[config.mk]
export PLATFORM = sky130hd
export DESIGN_NAME = mc_ctrl_v2
export DESIGN_NICKNAME = d
export VERILOG_FILES = /design/src/rtl/mc_pkg.sv /design/src/rtl/mc_wait_timer.sv /design/src/rtl/mc_ctrl_v2.sv
export SDC_FILE = /design/constraint.sdc
export NUM_CORES = 1
export LEC_CHECK = 0
export BUFFER_PORTS_ARGS = -buffer_cell sky130_fd_sc_hd__buf_2
export CORE_ASPECT_RATIO = 2
export CORE_MARGIN = 3
export CORE_UTILIZATION = 43
export CTS_CLUSTER_SIZE = 25
export DETAILED_ROUTE_END_ITERATION = 8
export PLACE_DENSITY = 0.77
export SYNTH_ARGS = -nofsm -noshare
export SYNTH_HDL_FRONTEND = slang
export SYNTH_SLANG_ARGS = --single-unit
[constraint.sdc]
create_clock -name clk -period 1.8 [get_ports clk]
set_clock_uncertainty 0.15 [all_clocks]
set_input_delay 0 -clock clk [delete_from_list [all_inputs] [get_ports clk]]
set_output_delay 0 -clock clk [all_outputs]
set_load 0.05 [all_outputs]
[src/rtl/mc_pkg.sv]
// Shared constants for the multi-cycle MIPS control unit: state encodings,
// ALU operation codes, opcode/funct values, memory sizes, trap causes and
// the decode result record.
package mc_pkg;

    localparam logic [4:0] S_IF     = 5'd0;
    localparam logic [4:0] S_ID     = 5'd1;
    localparam logic [4:0] S_EX_R   = 5'd2;
    localparam logic [4:0] S_EX_I   = 5'd3;
    localparam logic [4:0] S_EX_MEM = 5'd4;
    localparam logic [4:0] S_MEM_RD = 5'd5;
    localparam logic [4:0] S_MEM_WR = 5'd6;
    localparam logic [4:0] S_WB_R   = 5'd7;
    localparam logic [4:0] S_WB_I   = 5'd8;
    localparam logic [4:0] S_WB_LD  = 5'd9;
    localparam logic [4:0] S_WB_LUI = 5'd10;
    localparam logic [4:0] S_EX_BR  = 5'd11;
    localparam logic [4:0] S_EX_J   = 5'd12;
    localparam logic [4:0] S_EX_JR  = 5'd13;
    localparam logic [4:0] S_EX_JAL = 5'd14;
    localparam logic [4:0] S_TRAP   = 5'd15;

    localparam logic [3:0] ALU_AND  = 4'b0000;
    localparam logic [3:0] ALU_OR   = 4'b0001;
    localparam logic [3:0] ALU_ADD  = 4'b0010;
    localparam logic [3:0] ALU_XOR  = 4'b0011;
    localparam logic [3:0] ALU_NOR  = 4'b0100;
    localparam logic [3:0] ALU_SRL  = 4'b0101;
    localparam logic [3:0] ALU_SUB  = 4'b0110;
    localparam logic [3:0] ALU_SLT  = 4'b0111;
    localparam logic [3:0] ALU_SLL  = 4'b1000;
    localparam logic [3:0] ALU_ADDU = 4'b1001;
    localparam logic [3:0] ALU_SUBU = 4'b1010;
    localparam logic [3:0] ALU_SLTU = 4'b1011;

    localparam logic [5:0] OP_RTYPE = 6'b000000;
    localparam logic [5:0] OP_J     = 6'b000010;
    localparam logic [5:0] OP_JAL   = 6'b000011;
    localparam logic [5:0] OP_BEQ   = 6'b000100;
    localparam logic [5:0] OP_BNE   = 6'b000101;
    localparam logic [5:0] OP_ADDI  = 6'b001000;
    localparam logic [5:0] OP_ADDIU = 6'b001001;
    localparam logic [5:0] OP_SLTI  = 6'b001010;
    localparam logic [5:0] OP_SLTIU = 6'b001011;
    localparam logic [5:0] OP_ANDI  = 6'b001100;
    localparam logic [5:0] OP_ORI   = 6'b001101;
    localparam logic [5:0] OP_XORI  = 6'b001110;
    localparam logic [5:0] OP_LUI   = 6'b001111;
    localparam logic [5:0] OP_LB    = 6'b100000;
    localparam logic [5:0] OP_LH    = 6'b100001;
    localparam logic [5:0] OP_LW    = 6'b100011;
    localparam logic [5:0] OP_LBU   = 6'b100100;
    localparam logic [5:0] OP_LHU   = 6'b100101;
    localparam logic [5:0] OP_SB    = 6'b101000;
    localparam logic [5:0] OP_SH    = 6'b101001;
    localparam logic [5:0] OP_SW    = 6'b101011;

    localparam logic [5:0] FN_SLL  = 6'b000000;
    localparam logic [5:0] FN_SRL  = 6'b000010;
    localparam logic [5:0] FN_JR   = 6'b001000;
    localparam logic [5:0] FN_ADD  = 6'b100000;
    localparam logic [5:0] FN_ADDU = 6'b100001;
    localparam logic [5:0] FN_SUB  = 6'b100010;
    localparam logic [5:0] FN_SUBU = 6'b100011;
    localparam logic [5:0] FN_AND  = 6'b100100;
    localparam logic [5:0] FN_OR   = 6'b100101;
    localparam logic [5:0] FN_XOR  = 6'b100110;
    localparam logic [5:0] FN_NOR  = 6'b100111;
    localparam logic [5:0] FN_SLT  = 6'b101010;
    localparam logic [5:0] FN_SLTU = 6'b101011;

    localparam logic [1:0] SZ_BYTE = 2'b00;
    localparam logic [1:0] SZ_HALF = 2'b01;
    localparam logic [1:0] SZ_WORD = 2'b10;

    localparam logic [1:0] CAUSE_NONE    = 2'b00;
    localparam logic [1:0] CAUSE_ILLEGAL = 2'b01;
    localparam logic [1:0] CAUSE_OVF     = 2'b10;
    localparam logic [1:0] CAUSE_BUS     = 2'b11;

    // next: state entered from ID (S_TRAP marks an illegal instruction)
    typedef struct packed {
        logic [4:0] next;
        logic [3:0] alu_op;
        logic       ovf_chk;
        logic       store;
        logic [1:0] size;
        logic       sext;
        logic       beq;
    } dec_t;

endpackage

[src/rtl/mc_wait_timer.sv]
// Memory handshake watchdog. Down-counter reloaded with TIMEOUT-1 on clear,
// decremented while enabled; expired is the terminal count (zero).
// Ports: clk, reset_n (async, active-low), clear, enable -> expired.
module mc_wait_timer #(
    parameter int TIMEOUT = 16
) (
    input  logic clk,
    input  logic reset_n,
    input  logic clear,
    input  logic enable,
    output logic expired
);
    localparam int W = $clog2(TIMEOUT);
    localparam logic [W-1:0] LOAD = W'(TIMEOUT - 1);

    logic [W-1:0] count;

    always_ff @(posedge clk or negedge reset_n) begin
        if (!reset_n) begin
            count <= LOAD;
        end else if (clear) begin
            count <= LOAD;
        end else if (enable && (count != '0)) begin
            count <= count - 1'b1;
        end
    end

    assign expired = (count == '0);

endmodule

[src/rtl/mc_ctrl_v2.sv]
// Multi-cycle MIPS control unit with sub-word memory access, a bounded
// memory handshake and precise traps.
// Inputs : clk, reset_n (async, active-low), inst (IR), mem_ready, zero,
//          overflow (ALU flags).
// Outputs: datapath strobes (pc_write, pc_write_cond, beq, iord, ir_write,
//          reg_write), memory interface (mem_req, mem_we, mem_size,
//          mem_sext), mux selects (mem_to_reg, pc_source, alu_src_a,
//          alu_src_b, reg_dst), alu_op, exc_valid/exc_cause, state_out.
//
// state  | meaning
// IF     | fetch, wait for mem_ready, PC+4
// ID     | decode, branch target in ALU
// EX_R   | R-type ALU op
// EX_I   | immediate ALU op
// EX_MEM | load/store address
// MEM_RD | load handshake
// MEM_WR | store handshake
// WB_R   | write rd from ALU
// WB_I   | write rt from ALU
// WB_LD  | write rt from memory
// WB_LUI | write rt with upper immediate
// EX_BR  | beq/bne compare and conditional PC write
// EX_J   | jump
// EX_JR  | jump to rs
// EX_JAL | jump and link to $31
// TRAP   | PC <- trap vector, exc_valid pulse
module mc_ctrl_v2
    import mc_pkg::*;
#(
    parameter int MEM_TIMEOUT = 16,
    parameter int TRAP_ON_OVF = 1,
    parameter int SUBWORD_EN  = 1
) (
    input  logic        clk,
    input  logic        reset_n,
    input  logic [31:0] inst,
    input  logic        mem_ready,
    input  logic        zero,
    input  logic        overflow,
    output logic        pc_write,
    output logic        pc_write_cond,
    output logic        beq,
    output logic        iord,
    output logic        ir_write,
    output logic        reg_write,
    output logic        mem_req,
    output logic        mem_we,
    output logic [1:0]  mem_size,
    output logic        mem_sext,
    output logic [1:0]  mem_to_reg,
    output logic [1:0]  pc_source,
    output logic [1:0]  alu_src_a,
    output logic [1:0]  alu_src_b,
    output logic [1:0]  reg_dst,
    output logic [3:0]  alu_op,
    output logic        exc_valid,
    output logic [1:0]  exc_cause,
    output logic [4:0]  state_out
);

    function automatic dec_t decode(input logic [5:0] op, input logic [5:0] fn,
                                    input logic sub_en);
        dec_t d;
        d.next    = S_TRAP;
        d.alu_op  = ALU_ADD;
        d.ovf_chk = 1'b0;
        d.store   = 1'b0;
        d.size    = SZ_WORD;
        d.sext    = 1'b0;
        d.beq     = 1'b0;
        case (op)
            OP_RTYPE: begin
                d.next = S_EX_R;
                case (fn)
                    FN_ADD:  begin d.alu_op = ALU_ADD; d.ovf_chk = 1'b1; end
                    FN_SUB:  begin d.alu_op = ALU_SUB; d.ovf_chk = 1'b1; end
                    FN_ADDU: d.alu_op = ALU_ADDU;
                    FN_SUBU: d.alu_op = ALU_SUBU;
                    FN_AND:  d.alu_op = ALU_AND;
                    FN_OR:   d.alu_op = ALU_OR;
                    FN_XOR:  d.alu_op = ALU_XOR;
                    FN_NOR:  d.alu_op = ALU_NOR;
                    FN_SLT:  d.alu_op = ALU_SLT;
                    FN_SLTU: d.alu_op = ALU_SLTU;
                    FN_SLL:  d.alu_op = ALU_SLL;
                    FN_SRL:  d.alu_op = ALU_SRL;
                    FN_JR:   d.next = S_EX_JR;
                    default: d.next = S_TRAP;
                endcase
            end
            OP_ADDI:  begin d.next = S_EX_I; d.ovf_chk = 1'b1; end
            OP_ADDIU: begin d.next = S_EX_I; d.alu_op = ALU_ADDU; end
            OP_SLTI:  begin d.next = S_EX_I; d.alu_op = ALU_SLT; end
            OP_SLTIU: begin d.next = S_EX_I; d.alu_op = ALU_SLTU; end
            OP_ANDI:  begin d.next = S_EX_I; d.alu_op = ALU_AND; end
            OP_ORI:   begin d.next = S_EX_I; d.alu_op = ALU_OR; end
            OP_XORI:  begin d.next = S_EX_I; d.alu_op = ALU_XOR; end
            OP_LUI:   d.next = S_WB_LUI;
            OP_LW:    begin d.next = S_EX_MEM; d.sext = 1'b1; end
            OP_SW:    begin d.next = S_EX_MEM; d.store = 1'b1; end
            OP_LB:    if (sub_en) begin d.next = S_EX_MEM; d.size = SZ_BYTE; d.sext = 1'b1; end
            OP_LBU:   if (sub_en) begin d.next = S_EX_MEM; d.size = SZ_BYTE; end
            OP_LH:    if (sub_en) begin d.next = S_EX_MEM; d.size = SZ_HALF; d.sext = 1'b1; end
            OP_LHU:   if (sub_en) begin d.next = S_EX_MEM; d.size = SZ_HALF; end
            OP_SB:    if (sub_en) begin d.next = S_EX_MEM; d.size = SZ_BYTE; d.store = 1'b1; end
            OP_SH:    if (sub_en) begin d.next = S_EX_MEM; d.size = SZ_HALF; d.store = 1'b1; end
            OP_BEQ:   begin d.next = S_EX_BR; d.alu_op = ALU_SUB; d.beq = 1'b1; end
            OP_BNE:   begin d.next = S_EX_BR; d.alu_op = ALU_SUB; end
            OP_J:     d.next = S_EX_J;
            OP_JAL:   d.next = S_EX_JAL;
            default:  d.next = S_TRAP;
        endcase
        return d;
    endfunction

    logic [4:0] state, state_nxt;
    logic [1:0] cause_nxt;
    dec_t       dec;
    logic       in_wait, expired;
    logic       mem_req_s, mem_we_s;

    // zero is combined with pc_write_cond/beq in the datapath; the register
    // and immediate fields of inst are routed there directly.
    logic unused_bits;
    assign unused_bits = ^{zero, inst[25:6]};

    assign dec     = decode(inst[31:26], inst[5:0], SUBWORD_EN != 0);
    assign in_wait = (state == S_IF) || (state == S_MEM_RD) || (state == S_MEM_WR);

    mc_wait_timer #(.TIMEOUT(MEM_TIMEOUT)) u_wait_timer (
        .clk     (clk),
        .reset_n (reset_n),
        .clear   (!in_wait || mem_ready),
        .enable  (in_wait && !mem_ready),
        .expired (expired)
    );

    always_comb begin
        state_nxt = state;
        cause_nxt = exc_cause;
        case (state)
            S_IF, S_MEM_RD, S_MEM_WR: begin
                // A handshake arriving on the last allowed cycle beats the timeout.
                if (mem_ready) begin
                    state_nxt = (state == S_IF)     ? S_ID :
                                (state == S_MEM_RD) ? S_WB_LD : S_IF;
                end else if (expired) begin
                    state_nxt = S_TRAP;
                    cause_nxt = CAUSE_BUS;
                end
            end
            S_ID: begin
                state_nxt = dec.next;
                if (dec.next == S_TRAP) cause_nxt = CAUSE_ILLEGAL;
            end
            S_EX_R, S_EX_I: begin
                if ((TRAP_ON_OVF != 0) && dec.ovf_chk && overflow) begin
                    state_nxt = S_TRAP;
                    cause_nxt = CAUSE_OVF;
                end else begin
                    state_nxt = (state == S_EX_R) ? S_WB_R : S_WB_I;
                end
            end
            S_EX_MEM: state_nxt = dec.store ? S_MEM_WR : S_MEM_RD;
            default:  state_nxt = S_IF;
        endcase
    end

    always_ff @(posedge clk or negedge reset_n) begin
        if (!reset_n) begin
            state     <= S_IF;
            exc_cause <= CAUSE_NONE;
        end else begin
            state     <= state_nxt;
            exc_cause <= cause_nxt;
        end
    end

    always_comb begin
        pc_write      = 1'b0;
        pc_write_cond = 1'b0;
        beq           = 1'b0;
        iord          = 1'b0;
        ir_write      = 1'b0;
        reg_write     = 1'b0;
        mem_req_s     = 1'b0;
        mem_we_s      = 1'b0;
        mem_size      = SZ_WORD;
        mem_sext      = 1'b0;
        mem_to_reg    = 2'b00;
        pc_source     = 2'b00;
        alu_src_a     = 2'b00;
        alu_src_b     = 2'b00;
        reg_dst       = 2'b00;
        alu_op        = ALU_ADD;
        exc_valid     = 1'b0;
        case (state)
            S_IF: begin
                mem_req_s = 1'b1;
                alu_src_b = 2'b01;
                ir_write  = mem_ready;
                pc_write  = mem_ready;
            end
            S_ID:     alu_src_b = 2'b11;
            S_EX_R:   begin alu_src_a = 2'b01; alu_op = dec.alu_op; end
            S_EX_I:   begin alu_src_a = 2'b01; alu_src_b = 2'b10; alu_op = dec.alu_op; end
            S_EX_MEM: begin alu_src_a = 2'b01; alu_src_b = 2'b10; end
            S_MEM_RD: begin
                mem_req_s = 1'b1; iord = 1'b1; mem_size = dec.size; mem_sext = dec.sext;
            end
            S_MEM_WR: begin
                mem_req_s = 1'b1; iord = 1'b1; mem_we_s = 1'b1; mem_size = dec.size;
            end
            S_WB_R:   begin reg_write = 1'b1; reg_dst = 2'b01; end
            S_WB_I:   reg_write = 1'b1;
            S_WB_LD:  begin
                reg_write = 1'b1; mem_to_reg = 2'b01; mem_size = dec.size; mem_sext = dec.sext;
            end
            S_WB_LUI: begin reg_write = 1'b1; mem_to_reg = 2'b10; end
            S_EX_BR:  begin
                alu_src_a = 2'b01; alu_op = ALU_SUB; pc_write_cond = 1'b1;
                pc_source = 2'b01; beq = dec.beq;
            end
            S_EX_J:   begin pc_write = 1'b1; pc_source = 2'b10; end
            // jr encodes rt=$0, so rs + rt through the ALU is rs.
            S_EX_JR:  begin pc_write = 1'b1; alu_src_a = 2'b01; end
            S_EX_JAL: begin
                pc_write = 1'b1; pc_source = 2'b10; reg_write = 1'b1;
                reg_dst = 2'b10; mem_to_reg = 2'b11;
            end
            S_TRAP:   begin exc_valid = 1'b1; pc_write = 1'b1; pc_source = 2'b11; end
            default:  ;
        endcase
    end

    // Memory strobes drop the moment reset asserts, not at the next edge.
    assign mem_req   = mem_req_s & reset_n;
    assign mem_we    = mem_we_s & reset_n;
    assign state_out = state;

endmodule

# Word-level counts from Yosys, hierarchy flattened
# Cells that the tools add are included.
# Widths: inputs -> output; s select.
dict set report totals {
  reg_bits 11
  input_bits 37
  out_inout_bits 33
  elab_cells 136
}
dict set report classes {
  addsub 1
  eq_ne 53
  n_mux 42
  bitwise_logic 2
  n_reduce_logical 35
}
# operator count
set op_table {}
lappend op_table {{$eq 6x6->1 const B} 18}
lappend op_table {{$eq 6x4->1 const B} 9}
lappend op_table {{$eq 5x4->1 const B} 9}
lappend op_table {{$pmux 4 s11} 1}
lappend op_table {{$pmux 5 s7} 1}
lappend op_table {{$pmux 4 s8} 1}
lappend op_table {{$mux 4} 6}
lappend op_table {{$pmux 2 s3} 4}
lappend op_table {{$eq 5x3->1 const B} 4}
lappend op_table {{$pmux 5 s4} 1}
lappend op_table {{$eq 6x2->1 const B} 3}
lappend op_table {{$reduce_or 3->1} 6}
lappend op_table {{$pmux 4 s2} 2}
lappend op_table {{$mux 1} 14}
lappend op_table {{$reduce_or 2->1} 7}
lappend op_table {{$eq 6x3->1 const B} 2}
lappend op_table {{$logic_not 6->1} 2}
lappend op_table {{$mux 2} 6}
lappend op_table {{$reduce_or 12->1} 1}
lappend op_table {{$eq 5x2->1 const B} 2}
lappend op_table {{$mux 5} 2}
lappend op_table {{$reduce_or 5->1} 2}
lappend op_table {{$pmux 2 s2} 2}
lappend op_table {{$reduce_or 8->1} 1}
lappend op_table {{other kinds (18)} 27}

# Logic depth before layout (Yosys ltp)
# Gate-level depths: netlist (run 1).
dict set report depth {
  word_depth 7
  depth_mapped 8
  ltp_nobuf 7
}

# By module
# A second synthesis (run 1) with hierarchy kept.
dict set report hier_totals {
  cells_unflattened 228
  hier_area_um2 1569.0
}
# module instances cells_each area_per_inst_um2 seq_area_each_um2
set by_module_without_submodules {}
lappend by_module_without_submodules {mc_ctrl_v2 1 208 1348.8 150.1}
lappend by_module_without_submodules {mc_wait_timer 1 20 220.2 105.1}

# Least setup slack after synthesis (run 1)
# Ideal clock, no wire load.
dict set report synth_timing {
  path_type {reg-to-output}
  start {register state[1] (netlist: state_out[1])}
  end {output mem_size[0]}
  arrival_ns 3.799
  t_required_ns 1.650
  path_slack_ns -2.149
  stages_incl_launch_ff 7
  n_path_buf 2
  cell_sequence {dfrtp_1 clkbuf_1 clkbuf_1 nand2_1 a21oi_1 o2111ai_1 nor2_1}
}
dict set report synth_via {
  elab_chain_len 3
  elab_cells_between_ends 5
  classes_between {3 x eq/ne; 1 x mux; 1 x reduce/logical}
}
# element line_no
set synth_lines {}
lappend synth_lines {{from (decl)} mc_ctrl_v2.sv:116} ;# logic [4:0] state, state_nxt;
lappend synth_lines {{from (signal assigned)} mc_ctrl_v2.sv:174} ;# state <= state_nxt;
lappend synth_lines {{$eq 5x3->1 or $eq 5x4->1 (tied branches)} mc_ctrl_v2.sv:197} ;# case (state)
lappend synth_lines {{$reduce_or 3->1 (no line) *} -}
lappend synth_lines {{$mux 2 *} mc_ctrl_v2.sv:197}
lappend synth_lines {{to (decl)} mc_ctrl_v2.sv:48} ;# output logic [1:0] mem_size,
# Mark *: on every way between the ends. The rest lies on a longest branch, timed or not.

# Final worst setup path (run 1)
dict set report layout_timing {
  start {register state[3] (netlist: state_out[3])}
  end {output alu_op[1]}
}
dict set report layout_via {
  elab_chain_len 3
  elab_cells_between_ends 5
  classes_between {3 x eq/ne; 1 x mux; 1 x reduce/logical}
}
# element line_no
set layout_lines {}
lappend layout_lines {{$eq 5x2->1} mc_ctrl_v2.sv:197}
lappend layout_lines {{$reduce_or 2->1 (no line)} -}
lappend layout_lines {{$pmux 4 s2 *} mc_ctrl_v2.sv:197}
lappend layout_lines {{to (decl)} mc_ctrl_v2.sv:55} ;# output logic [3:0] alu_op,
# Marks and branches as above.

==> impl_results.md, run 1 <==
- Max-slew violation count: 0
- Non-filler cells, final: roughly 360
- Power per cell area: 1570 nW/um2
- CP max stage cell: or4_4
- Max Cap Violations: 0
- DP HPWL: between 4000 and 5000 um
- Grt met3 use: around 4.2%
- Status: finished with violations
- Commonest cells after routing, fill and taps aside: 62 x buf_4, 30 x buf_2, 17 x buf_6
- Global-route usage over all layers: 30.6%
- CTS Buf Count: 3
- Wire per inst: 20.5 um
- ANT nets after route: 0
- CTS Sinks: 10
- Crit path buffers/inverters: 1
- Layout Area Growth over Synthesis: 85.7%
- Die span in y: between 90 and 100 um
- Vias in the first global route: ~2.3k
- Initial antenna violation count: 0
- CP Capture Type: primary output
- GR peak layer: met2
- Max clock buf depth: 2
- Grt total ovfl: 0
- TNS Setup: -2350 ps
- Placed insts: 346
- Number of port buffers: 46
- Commonest non-fill, non-tap cell in the layout: buf_4
- Launch point of the critical path: state_out[3]
- Largest net degree at the start of global routing: 17
- Met2 Use GR: 57.2%
- Routed via count: around 2.3k
- Initial DRC count: approximately 120
- WP data arrival: about 2000 ps
- FF-to-FF setup slack: -190 ps
- Worst Setup Start Kind: flip-flop
- Number of synthesized flops with an enable pin: 0
- Final setup vio count: 19
- Final Wtd Congestion: ~0.97
- Share of cells above drive strength 1: between 50 and 60%
- Worst r2r src: state_out[1]
- FF-to-FF path depth: 6
- Dpl ws: -264 ps
- Filler cells: 195
- Cells after synthesis: 230
- Nets@finish: between 300 and 400
- Hold Path Class: input pin to async pin
- Die Wd: about 48 um
- YS warnings: 0
- Worst vdd ir: 0.00107 V
- Post-layout min period: 2160 ps
- Max Fanout on Critical Path: 4
- Mean post-synth cell area: between 6 and 7 um2
- Worst Hold Slack: 15.5 ps
- Worst path max stage delay: between 500 and 600 ps
- Clock transition at path regs: 60 ps
- Core box area: around 3400 um2
- Crit Path Class: flip-flop to primary output
- Top_reg_cell synth: dfrtp_1
- RSZ-0062 raised after global routing: true
- Slew headroom: 63.3%
- Distinct cell type count after synthesis: 64
- Via/cell ratio: 6.44
- FMAX: around 460 MHz
- Total power: around 4.4 mW
- Root Driver: clkbuf_8
- Final Cycle Share: 120%
- Reg-to-reg critical path endpoint: exc_cause[0]
- Failing checks: negative setup slack
- Slew @ Worst Pin: 550 ps
- Critical Path RT: 1650 ps
- Sequential area share after synthesis: 16.8%
- Starting Density: a little under half
- Final Hold Fails: 0
- Antenna diode count: 0
- First-pass GRT wire length: 10100 um
- DIE AREA: about 4300 um2
- Post-Route WL: around 7500 um
- DR DRC count: 0
- Clk Latency, worst-skew pair: around 250 ps
- Worst setup margin: -364 ps
- First drt pass iteration count: 4
- Row cnt: 30
- Top cell family by delay on the critical path: simple AND/OR/NAND/NOR gates
- H-Tree Depth: 1
- Leak pwr: ~1.2 nW
- Async SR Flop Fraction: 100%
- Dpl cell area: 2350 um2
- Post-Syn Area: between 1500 and 2000 um2
- GR Util met1: a little over a quarter
- Final core utilization: 83.6%
- TritonCTS clock tree: done
- Io pins: 70
- Final Cell Area: 2820 um2
- Worst-path cell chain: or3b_4, or4_4, nand4b_1, buf_6
- Post-synthesis register bit count: 10
metal layers:
metal,vias to the layer above,wire length [um]
li1,1046,-
met1,1114,2320
met2,140,4190
met3,44,485
met4,0,462
met5,-,0
final cells by class:
cell class                      instances  area, um2  area share [%]
Clock buffer                            4       55.1            1.95
Inverter                               10       45.0            1.60
Multi-Input combinational cell        190       1470            52.0
Sequential cell                        10        260            9.22
Tap cell                               32       40.0            1.42
Timing Repair Buffer                  118        955            33.8
synthesized netlist by cell type, drive strengths merged, types with 3 or more instances:
| master | n | share of area [%] |
|---|---|---|
| clkbuf | 17 | 4.2 |
| o22ai | 3 | 1.2 |
| o211ai | 4 | 2.0 |
| nor2 | 30 | 7.4 |
| o21a | 3 | 1.5 |
| a31oi | 3 | 1.2 |
| o21ai | 16 | 5.3 |
| nand2 | 21 | 5.2 |
| dfrtp | 6 | 9.9 |
| o31a | 3 | 1.7 |
| buf | 4 | 2.1 |
| nor3b | 4 | 2.7 |
| nor3 | 12 | 4.0 |
| nor2b | 3 | 1.2 |
| a21oi | 18 | 5.9 |
| nand2b | 7 | 2.9 |
| inv | 10 | 2.5 |
| nand3 | 8 | 2.6 |
| or3 | 5 | 2.1 |
| dfstp | 4 | 6.9 |
cells by family (layout without fill, tap and decap cells):
family,count (synthesis),after routing,share of synthesized area (%)
other cells,1,2,0.247
buf+inv,31,132,8.72
compound gates,75,75,33.3
fa+ha+maj,1,1,0.823
xor+xnor,4,4,2.30
flops,10,10,16.8
simple gates,106,106,36.2
mux,2,2,1.65
state kept, by name, indices dropped and copies added (netlist names):
register	cells
u_wait_timer.count	4
exc_cause	2
state_out	4
worst reg2reg max path, delay by kind of cell, from the launching register on:
kind / cells / cell delay (ps)
compound gates: 3 / 600
mux: 1 / 330
flops: 1 / 440
buf+inv: 1 / 150
xor+xnor: 1 / 200
how the worst max path moves through the flow:
stage / end / cells after the start
global placement: exc_cause[0] / 7
global route: alu_op[1] / 4
floorplan: alu_op[1] / 4
finish: alu_op[1] / 4
detailed placement: exc_cause[0] / 7
CTS: alu_op[1] / 4
where the power goes:
group / switching (mW) / internal, mW
clock: 0.104 / 0.193
combinational: 2.21 / 1.50
sequential: 0.111 / 0.326
total: 2.43 / 2.02
repair_timing:
action,4_1_cts,5_1_grt
endpoints found under the hold margin,10,0
hold buffers,1,0
buffers inserted,3,13
resized for setup,50,36
endpoints found under the setup margin,24,22
pin swaps,5,9
Power figures use the tool's default switching activity.
==> run 2: changes to the inputs <==
--- a/config.mk
+++ b/config.mk
@@ -5,10 +5,11 @@
 export SDC_FILE = /design/constraint.sdc
 export NUM_CORES = 1
 export LEC_CHECK = 0
+export ABC_AREA = 1
 export BUFFER_PORTS_ARGS = -buffer_cell sky130_fd_sc_hd__buf_2
 export CORE_ASPECT_RATIO = 2
 export CORE_MARGIN = 3
-export CORE_UTILIZATION = 43
+export CORE_UTILIZATION = 42
 export CTS_CLUSTER_SIZE = 25
 export DETAILED_ROUTE_END_ITERATION = 8
 export PLACE_DENSITY = 0.77
==> run 2 against run 1 <==
  * The flow now finishes without violations
  * Worst hold slack better by 16 ps
  * First-iteration DRC count down 69%
  * Core utilization down 20 points
  * Routed wire length decreased by 42%
  * Sequential cell count stayed put
  * Register-to-register slack improved by 270 ps
  * Combinational power decreased by 32%
  * Non-clock buffer count shrank 58
  * Area after synthesis decreased by 7.8%
  * Count of clock-buffer cells in the layout unchanged
  * Critical path depth up 3
  * Synthesized cell count up 8.3%
==> impl_results.md, run 2 <==
- Status: complete, no violations (was finished with violations)
- Antenna diode count: 0 (unchanged)
- Row cnt: 29 (was 30)
- Placed insts: 333 (was 346)
- Core box area: 3190 um2 (was 3380 um2)
- Root Driver: clkbuf_8 (unchanged)
- YS warnings: 0 (unchanged)
- Crit Path Class: flip-flop to primary output (unchanged)
- Max clock buf depth: 2 (unchanged)
- Io pins: 70 (unchanged)
- Async SR Flop Fraction: 100% (unchanged)
- Leak pwr: 1.06 nW (was 1.20 nW)
- DP HPWL: 3570 um (was 4620 um)
- Sequential area share after synthesis: 18.2% (was 16.8%)
- Hold Path Class: input pin to async pin (unchanged)
- Power per cell area: 1590 nW/um2 (was 1570 nW/um2)
- Top_reg_cell synth: dfrtp_1 (unchanged)
- Final Cycle Share: 97.1% (was 120%)
- Die Wd: 46.8 um (was 48.0 um)
- Worst vdd ir: 0.000794 V (was 0.00107 V)
- Synth area leader: nand2_1 (was dfrtp_1)
- Share of cells above drive strength 1: 44.2% (was 55.4%)
- Most frequent cell after synthesis: nand2_1 (was nor2_1)
- Total power: 3.25 mW (was 4.44 mW)
- Layout Area Growth over Synthesis: 45.3% (was 85.7%)
- DR DRC count: 0 (unchanged)
- Largest net degree at the start of global routing: 13 (was 17)
- Synth top cells by count: 58 x nand2_1, 41 x nor2_1, 32 x nand3_1 (was 30 x nor2_1, 21 x nand2_1, 18 x a21oi_1)
- WP data arrival: 1600 ps (was 2010 ps)
- Starting Density: 43.9% (was 45.0%)
- FMAX: 572 MHz (was 462 MHz)
- TritonCTS clock tree: done (unchanged)
- Max-slew violation count: 0 (unchanged)
- Global-route usage over all layers: 22.3% (was 30.6%)
- Critical Path RT: 1650 ps (about the same)
- Worst setup margin: 51.9 ps (was -364 ps)
- Vias in the first global route: 1755 (was 2252)
- ANT nets after route: 0 (unchanged)
- Distinct cell type count after synthesis: 30 (was 64)
- Initial DRC count: 38 (was 123)
- Cells after synthesis: 249 (was 230)
- Worst Setup Start Kind: flip-flop (unchanged)
- Number of synthesized flops with an enable pin: 0 (unchanged)
- Final setup vio count: 0 (was 19)
- Post-Route WL: 4350 um (was 7450 um)
- RSZ-0062 raised after global routing: true (unchanged)
- Die span in y: 87.7 um (was 90.1 um)
- Clock transition at path regs: 50 ps (was 60 ps)
- Wire per inst: 12.8 um (was 20.5 um)
- CP Capture Type: primary output (unchanged)
- Final Hold Fails: 0 (unchanged)
- First drt pass iteration count: 4 (unchanged)
- Routed via count: 1816 (was 2344)
- Max Fanout on Critical Path: 5 (was 4)
- Mean post-synth cell area: 5.63 um2 (was 6.61 um2)
- Number of port buffers: 46 (unchanged)
- Max Cap Violations: 0 (unchanged)
- Post-Syn Area: 1400 um2 (was 1520 um2)
- Yosys top cell area share: 15.5% (was 9.88%)
- Post-synthesis register bit count: 10 (unchanged)
- Via/cell ratio: 5.33 (was 6.44)
- Post-layout min period: 1750 ps (was 2160 ps)
- Commonest non-fill, non-tap cell in the layout: nand2_1 (was buf_4)
- Commonest cells after routing, fill and taps aside: 54 x nand2_1, 37 x buf_2, 31 x nor2_1, 31 x nand3_1, 23 x inv_1 (was 62 x buf_4, 30 x buf_2, 17 x buf_6)
- Grt total ovfl: 0 (unchanged)
- Initial antenna violation count: 0 (unchanged)
- Filler cells: 295 (was 195)
- Clk Latency, worst-skew pair: 230 ps (was 250 ps)
- Final core utilization: 63.8% (was 83.6%)
- First-pass GRT wire length: 7020 um (was 10100 um)
- H-Tree Depth: 1 (unchanged)
- Nets@finish: 349 (was 371)
- Non-filler cells, final: 341 (was 364)
- DIE AREA: 4110 um2 (was 4330 um2)
- CTS Buf Count: 3 (unchanged)
- Synth top area cells: nand2_1 16%, nand3_1 11%, nor2_1 11%, dfrtp_1 11%, dfstp_2 7.5% (was dfrtp_1 9.9%, nor2_1 7.4%, dfstp_2 6.9%, a21oi_1 5.9%, nand2_1 5.2%)
- Dpl ws: 55.5 ps (was -264 ps)
- CTS Sinks: 10 (unchanged)
- Final Wtd Congestion: 0.889 (was 0.966)
[run 2: cell types whose count changed in the layout (fill, tap and decap cells not counted), sizes merged, moves of 5 or more]
cell    previous run  this run
or3                5         0
nand2             21        67
inv               10        39
nor2              30        50
nor3              12         2
nand2b             7         0
a21oi             18         9
nand3              8        37
buf              116        56
[run 2: layer usage]
metal / part of all wire, % / GRT usage [%] / vias to the layer above
met1: 36 / 20.7 / 838
met4: 2.6 / 7.56 / 0
met5: 0 / 0 / -
met3: 3.3 / 1.65 / 10
met2: 58 / 45.6 / 49
li1: - / - / 919
[run 2: cells by family (layout without fill, tap and decap cells)]
kind of cell | Yosys count | after routing | share of synthesized area, %
flip-flops | 10 | 10 | 18.2
adder cells (fa/ha/maj) | 1 | 1 | 0.893
buffers and inverters | 45 | 105 | 13.4
other | 1 | 2 | 0.268
AO/OA/AOI/OAI | 31 | 31 | 13.6
AND/OR/NAND/NOR | 161 | 161 | 53.7
[run 2: final cells by class]
type | count | area [um2] | share of cell area (%)
sequential | 10 | 260 | 12.8
multi-input combinational | 195 | 1140 | 56.1
tap | 31 | 38.8 | 1.91
clock buffer | 4 | 55.1 | 2.70
inverter | 41 | 165 | 8.11
timing repair buffer | 60 | 375 | 18.4
[run 2: stage by stage]
step	TNS [ps]	hold WS [ps]	instance area, um2
global route	-57.2	58.9	2040
finish	0	32.0	2040
floorplan	-2450	-446	1570
detailed placement	0	-251	1870
global placement	0	-255	1870
CTS	0	32.9	1950
[run 2: worst max-delay path, cell delays in order, from the launching register on]
cell and delay [ps]:
dfrtp_2 460, nor2_4 140, inv_2 80, nor2_4 150
nand2_4 70, buf_4 160, o21ai_4 140, buf_6 170
[run 2: what timing repair did]
item | CTS | global route
endpoints found under the hold margin | 10 | 0
endpoints found under the setup margin | 6 | 14
hold buffers | 1 | 0
buffers inserted | 0 | 3
resized for setup | 6 | 23
pin swaps | 0 | 4
[run 2: path summary, 6_finish.rpt]
check	start	end	slack [ps]	cells past startpoint
min in group clk	mem_ready	state_out[3]	50	6
max in group asynchronous	reset_n	u_wait_timer.count[0]	1190	2
max	state_out[3]	pc_write	50	7
max reg2reg	state_out[2]	exc_cause[1]	80	10
min reg2reg	exc_cause[0]	exc_cause[0]	320	2
min	reset_n	state_out[0]	30	2
[run 2: where the power goes]
group	switching, mW	total, mW	internal [mW]
clock	0.0847	0.277	0.192
sequential	0.121	0.454	0.333
combinational	1.76	2.51	0.752
==> run 3: changes to the inputs <==
--- a/config.mk
+++ b/config.mk
@@ -9,10 +9,11 @@
 export BUFFER_PORTS_ARGS = -buffer_cell sky130_fd_sc_hd__buf_2
 export CORE_ASPECT_RATIO = 2
 export CORE_MARGIN = 3
-export CORE_UTILIZATION = 42
+export CORE_UTILIZATION = 43
 export CTS_CLUSTER_SIZE = 25
 export DETAILED_ROUTE_END_ITERATION = 8
-export PLACE_DENSITY = 0.77
+export PLACE_DENSITY = 0.78
 export SYNTH_ARGS = -nofsm -noshare
 export SYNTH_HDL_FRONTEND = slang
+export SYNTH_HIERARCHICAL = 1
 export SYNTH_SLANG_ARGS = --single-unit
==> run 3 against run 2 <==
  * The run now ends with negative setup slack left
  * Sequential power is 2% higher
  * Worst hold slack better by 5.7 ps
  * First-iteration DRC count is 74% higher
  * Non-clock buffer count is 9 higher
  * Combinational power is 7% higher
  * Cell count is 6.2% higher
  * Via count is 7.2% higher
  * Highest routed layer unchanged
  * Count of clock-buffer cells in the layout stayed put
  * Sequential share of layout area is 0.75 points lower
==> impl_results.md, run 3 <==
- Max Cap Violations: 0 (unchanged)
- Share of cells above drive strength 1: 42.6% (was 44.2%)
- Hold Path Class: input pin to async pin (unchanged)
- Mean post-synth cell area: 5.70 um2 (was 5.63 um2)
- Final Cycle Share: 101% (was 97.1%)
- Adder-cell share of the synthesized area: 0.844% (was 0.893%)
- Dpl ws: 12.6 ps (was 55.5 ps)
- Initial DRC count: 66 (was 38)
- Top cell family by delay on the critical path: buffers and inverters (was flip-flops)
- Post-Route WL: 4620 um (was 4350 um)
- FMAX: 548 MHz (was 572 MHz)
- Main combinational cell family by area after synthesis: simple AND/OR/NAND/NOR gates (unchanged)
- Most frequent cell after synthesis: nand2_1 (unchanged)
- Critical Path RT: 1650 ps (about the same)
- Worst vdd ir: 0.000868 V (was 0.000794 V)
- WP data arrival: 1670 ps (was 1600 ps)
- Multi-input logic area: 1160 um2 (was 1140 um2)
- DIE AREA: 4230 um2 (was 4110 um2)
- Worst Setup Start Kind: flip-flop (unchanged)
- ANT nets after route: 0 (unchanged)
- Post-layout min period: 1820 ps (was 1750 ps)
- Complex-gate fraction of the synthesized area: 16.8% (was 13.6%)
- Sequential area share after synthesis: 17.2% (was 18.2%)
- Initial antenna violation count: 0 (unchanged)
- Multiplexer share of the synthesized area: 0% (unchanged)
- Post-Syn Area: 1480 um2 (was 1400 um2)
- CP most frequent cell: nor2_4 (unchanged)
- Synth top cells by count: 50 x nand2_1, 40 x inv_1, 40 x nor2_1 (was 58 x nand2_1, 41 x nor2_1, 32 x nand3_1)
- Failing checks: negative setup slack
- Global-route usage over all layers: 22.8% (was 22.3%)
- Power per cell area: 1570 nW/um2 (was 1590 nW/um2)
- Reg-to-reg critical path endpoint: state_out[1] (was exc_cause[1])
- Top_reg_cell synth: dfrtp_1 (unchanged)
- Max Fanout on Critical Path: 6 (was 5)
- Commonest non-fill, non-tap cell in the layout: nand2_1 (unchanged)
- Core box area: 3230 um2 (was 3190 um2)
- Routed via count: 1946 (was 1816)
- Number of port buffers: 46 (unchanged)
- FF-to-FF path depth: 12 (was 10)
- TNS Setup: -37.9 ps (was 0 ps)
- Vias in the first global route: 1785 (was 1755)
- DR DRC count: 0 (unchanged)
- Clock transition at path regs: 40 ps (was 50 ps)
- Nets@finish: 370 (was 349)
- CTS Sinks: 10 (unchanged)
- Cells after synthesis: 260 (was 249)
- DP HPWL: 3710 um (was 3570 um)
- First-pass GRT wire length: 7270 um (was 7020 um)
- Wire per inst: 12.8 um (about the same)
- Antenna diode count: 0 (unchanged)
- Root Driver: clkbuf_8 (unchanged)
- XOR/XNOR Fraction of Synth Area: 0% (unchanged)
- Starting Density: 45.9% (was 43.9%)
- CTS Buf Count: 3 (unchanged)
- Commonest cells after routing, fill and taps aside: 48 x nand2_1, 39 x nand3_1, 32 x buf_2 (was 54 x nand2_1, 37 x buf_2, 31 x nor2_1, 31 x nand3_1, 23 x inv_1)
- Post-synthesis register bit count: 10 (unchanged)
- Crit path buffers/inverters: 5 (was 3)
- Layout Area Growth over Synthesis: 45.9% (was 45.3%)
- Crit Path Class: flip-flop to primary output (unchanged)
- Simple-Gate Fraction of Synth Area: 51.0% (was 53.7%)
- Via/cell ratio: 5.38 (was 5.33)
- Number of synthesized flops with an enable pin: 0 (unchanged)
- Final Hold Fails: 0 (unchanged)
- Io pins: 70 (unchanged)
- H-Tree Depth: 1 (unchanged)
- Distinct cell type count after synthesis: 35 (was 30)
- YS warnings: 6 (was 0)
- Worst path max stage delay: 450 ps (was 460 ps)
- Final setup vio count: 2 (was 0)
- TritonCTS clock tree: done (unchanged)
- Worst-path cell chain: inv_2, nor2_4, inv_2, nor2_4, nor2_4, buf_6, clkinvlp_4, o21bai_4, nor2_4, buf_6 (was nor2_4, inv_2, nor2_4, nand2_4, buf_4, o21ai_4, buf_6)
- Largest net degree at the start of global routing: 13 (unchanged)
- Async SR Flop Fraction: 100% (unchanged)
- Die span in y: 89.0 um (was 87.7 um)
- Yosys top cell area share: 13.2% (was 15.5%)
- Synth top area cells: nand3_1 13%, nand2_1 13%, dfrtp_1 10%, inv_1 10%, nor2_1 10% (was nand2_1 16%, nand3_1 11%, nor2_1 11%, dfrtp_1 11%, dfstp_2 7.5%)
- Total power: 3.39 mW (was 3.25 mW)
- Row cnt: 29 (unchanged)
- CP max stage cell: dfrtp_2 (unchanged)
- Worst setup margin: -23.6 ps (was 51.9 ps)
- Synth area leader: nand3_1 (was nand2_1)
- FF-to-FF setup slack: 30 ps (was 80 ps)
- Grt total ovfl: 0 (unchanged)
- Worst r2r src: state_out[1] (was state_out[2])
- Filler cells: 300 (was 295)
- Max-slew violation count: 0 (unchanged)
- RSZ-0062 raised after global routing: true (unchanged)
- Final Wtd Congestion: 0.916 (was 0.889)
- Register area: 260 um2 (unchanged)
- Status: finished with violations (was complete, no violations)
- Max clock buf depth: 2 (unchanged)
- Leak pwr: 1.12 nW (was 1.06 nW)
- Die Wd: 47.5 um (was 46.8 um)
- Clk Latency, worst-skew pair: 230 ps (about the same)
- CP Capture Type: primary output (unchanged)
- First drt pass iteration count: 4 (unchanged)
[run 3: cell count changes in the layout (fill, tap and decap cells not counted), moves of 5 or more]
cell / change
buf_4: +11
o21ai_0: +10
inv_1: +8
nand3_1: +8
nand2_1: -6
buf_2: -5
nand3_2: -5
nor2_2: +5
[run 3: logic make-up after synthesis]
kind of cell	count (synthesis)
compound gates	39
fa+ha+maj	1
buf+inv	51
flops	10
other cells	1
simple gates	158
[run 3: through the flow]
| stage | hold slack [ps] | util (%) | area, um2 | cells |
|---|---|---|---|---|
| after CTS | 32.8 | 64.0 | 2070 | 359 |
| after detailed placement | -267 | 59.6 | 1920 | 349 |
| final | 37.7 | 67.0 | 2160 | 362 |
| after global placement | -273 | 59.6 | 1920 | 349 |
| after global routing | 67.1 | 67.0 | 2160 | 362 |
| after floorplan | -446 | - | 1580 | 261 |
[run 3: final cells by class]
| class | count | area share (%) |
|---|---|---|
| Sequential cell | 10 | 12.0 |
| Multi-Input combinational cell | 200 | 53.4 |
| Timing Repair Buffer | 69 | 21.7 |
| Inverter | 48 | 8.91 |
| Clock buffer | 4 | 2.08 |
| Tap cell | 31 | 1.79 |
[run 3: metal layers]
| metal | vias up | wire [um] | track usage [%] |
|---|---|---|---|
| met4 | 0 | 106 | 7.81 |
| li1 | 986 | - | - |
| met3 | 15 | 130 | 2.22 |
| met1 | 884 | 1620 | 20.6 |
| met2 | 61 | 2760 | 46.7 |
| met5 | - | 0 | 0 |
[run 3: worst max path at each step]
stage	startpoint	end	cells past startpoint
after floorplan	state_out[3]	alu_op[0]	5
after global placement	state_out[2]	state_out[1]	12
after detailed placement	state_out[3]	alu_op[1]	7
after CTS	state_out[1]	mem_size[0]	8
after global routing	state_out[1]	mem_size[0]	10
final	state_out[1]	mem_size[0]	10
[run 3: report_power, final]
part | switching (mW) | leakage (nW) | internal [mW]
Clock | 0.0786 | 0.0228 | 0.154
Sequential | 0.114 | 0.110 | 0.349
Combinational | 1.80 | 0.992 | 0.890
[run 3: repair_timing]
action / in CTS / in global routing
hold buffers: 1 / 0
buffers inserted: 5 / 3
pin swaps: 3 / 9
resized for setup: 18 / 34
setup endpoints to repair: 11 / 22
hold endpoints to repair: 10 / 0
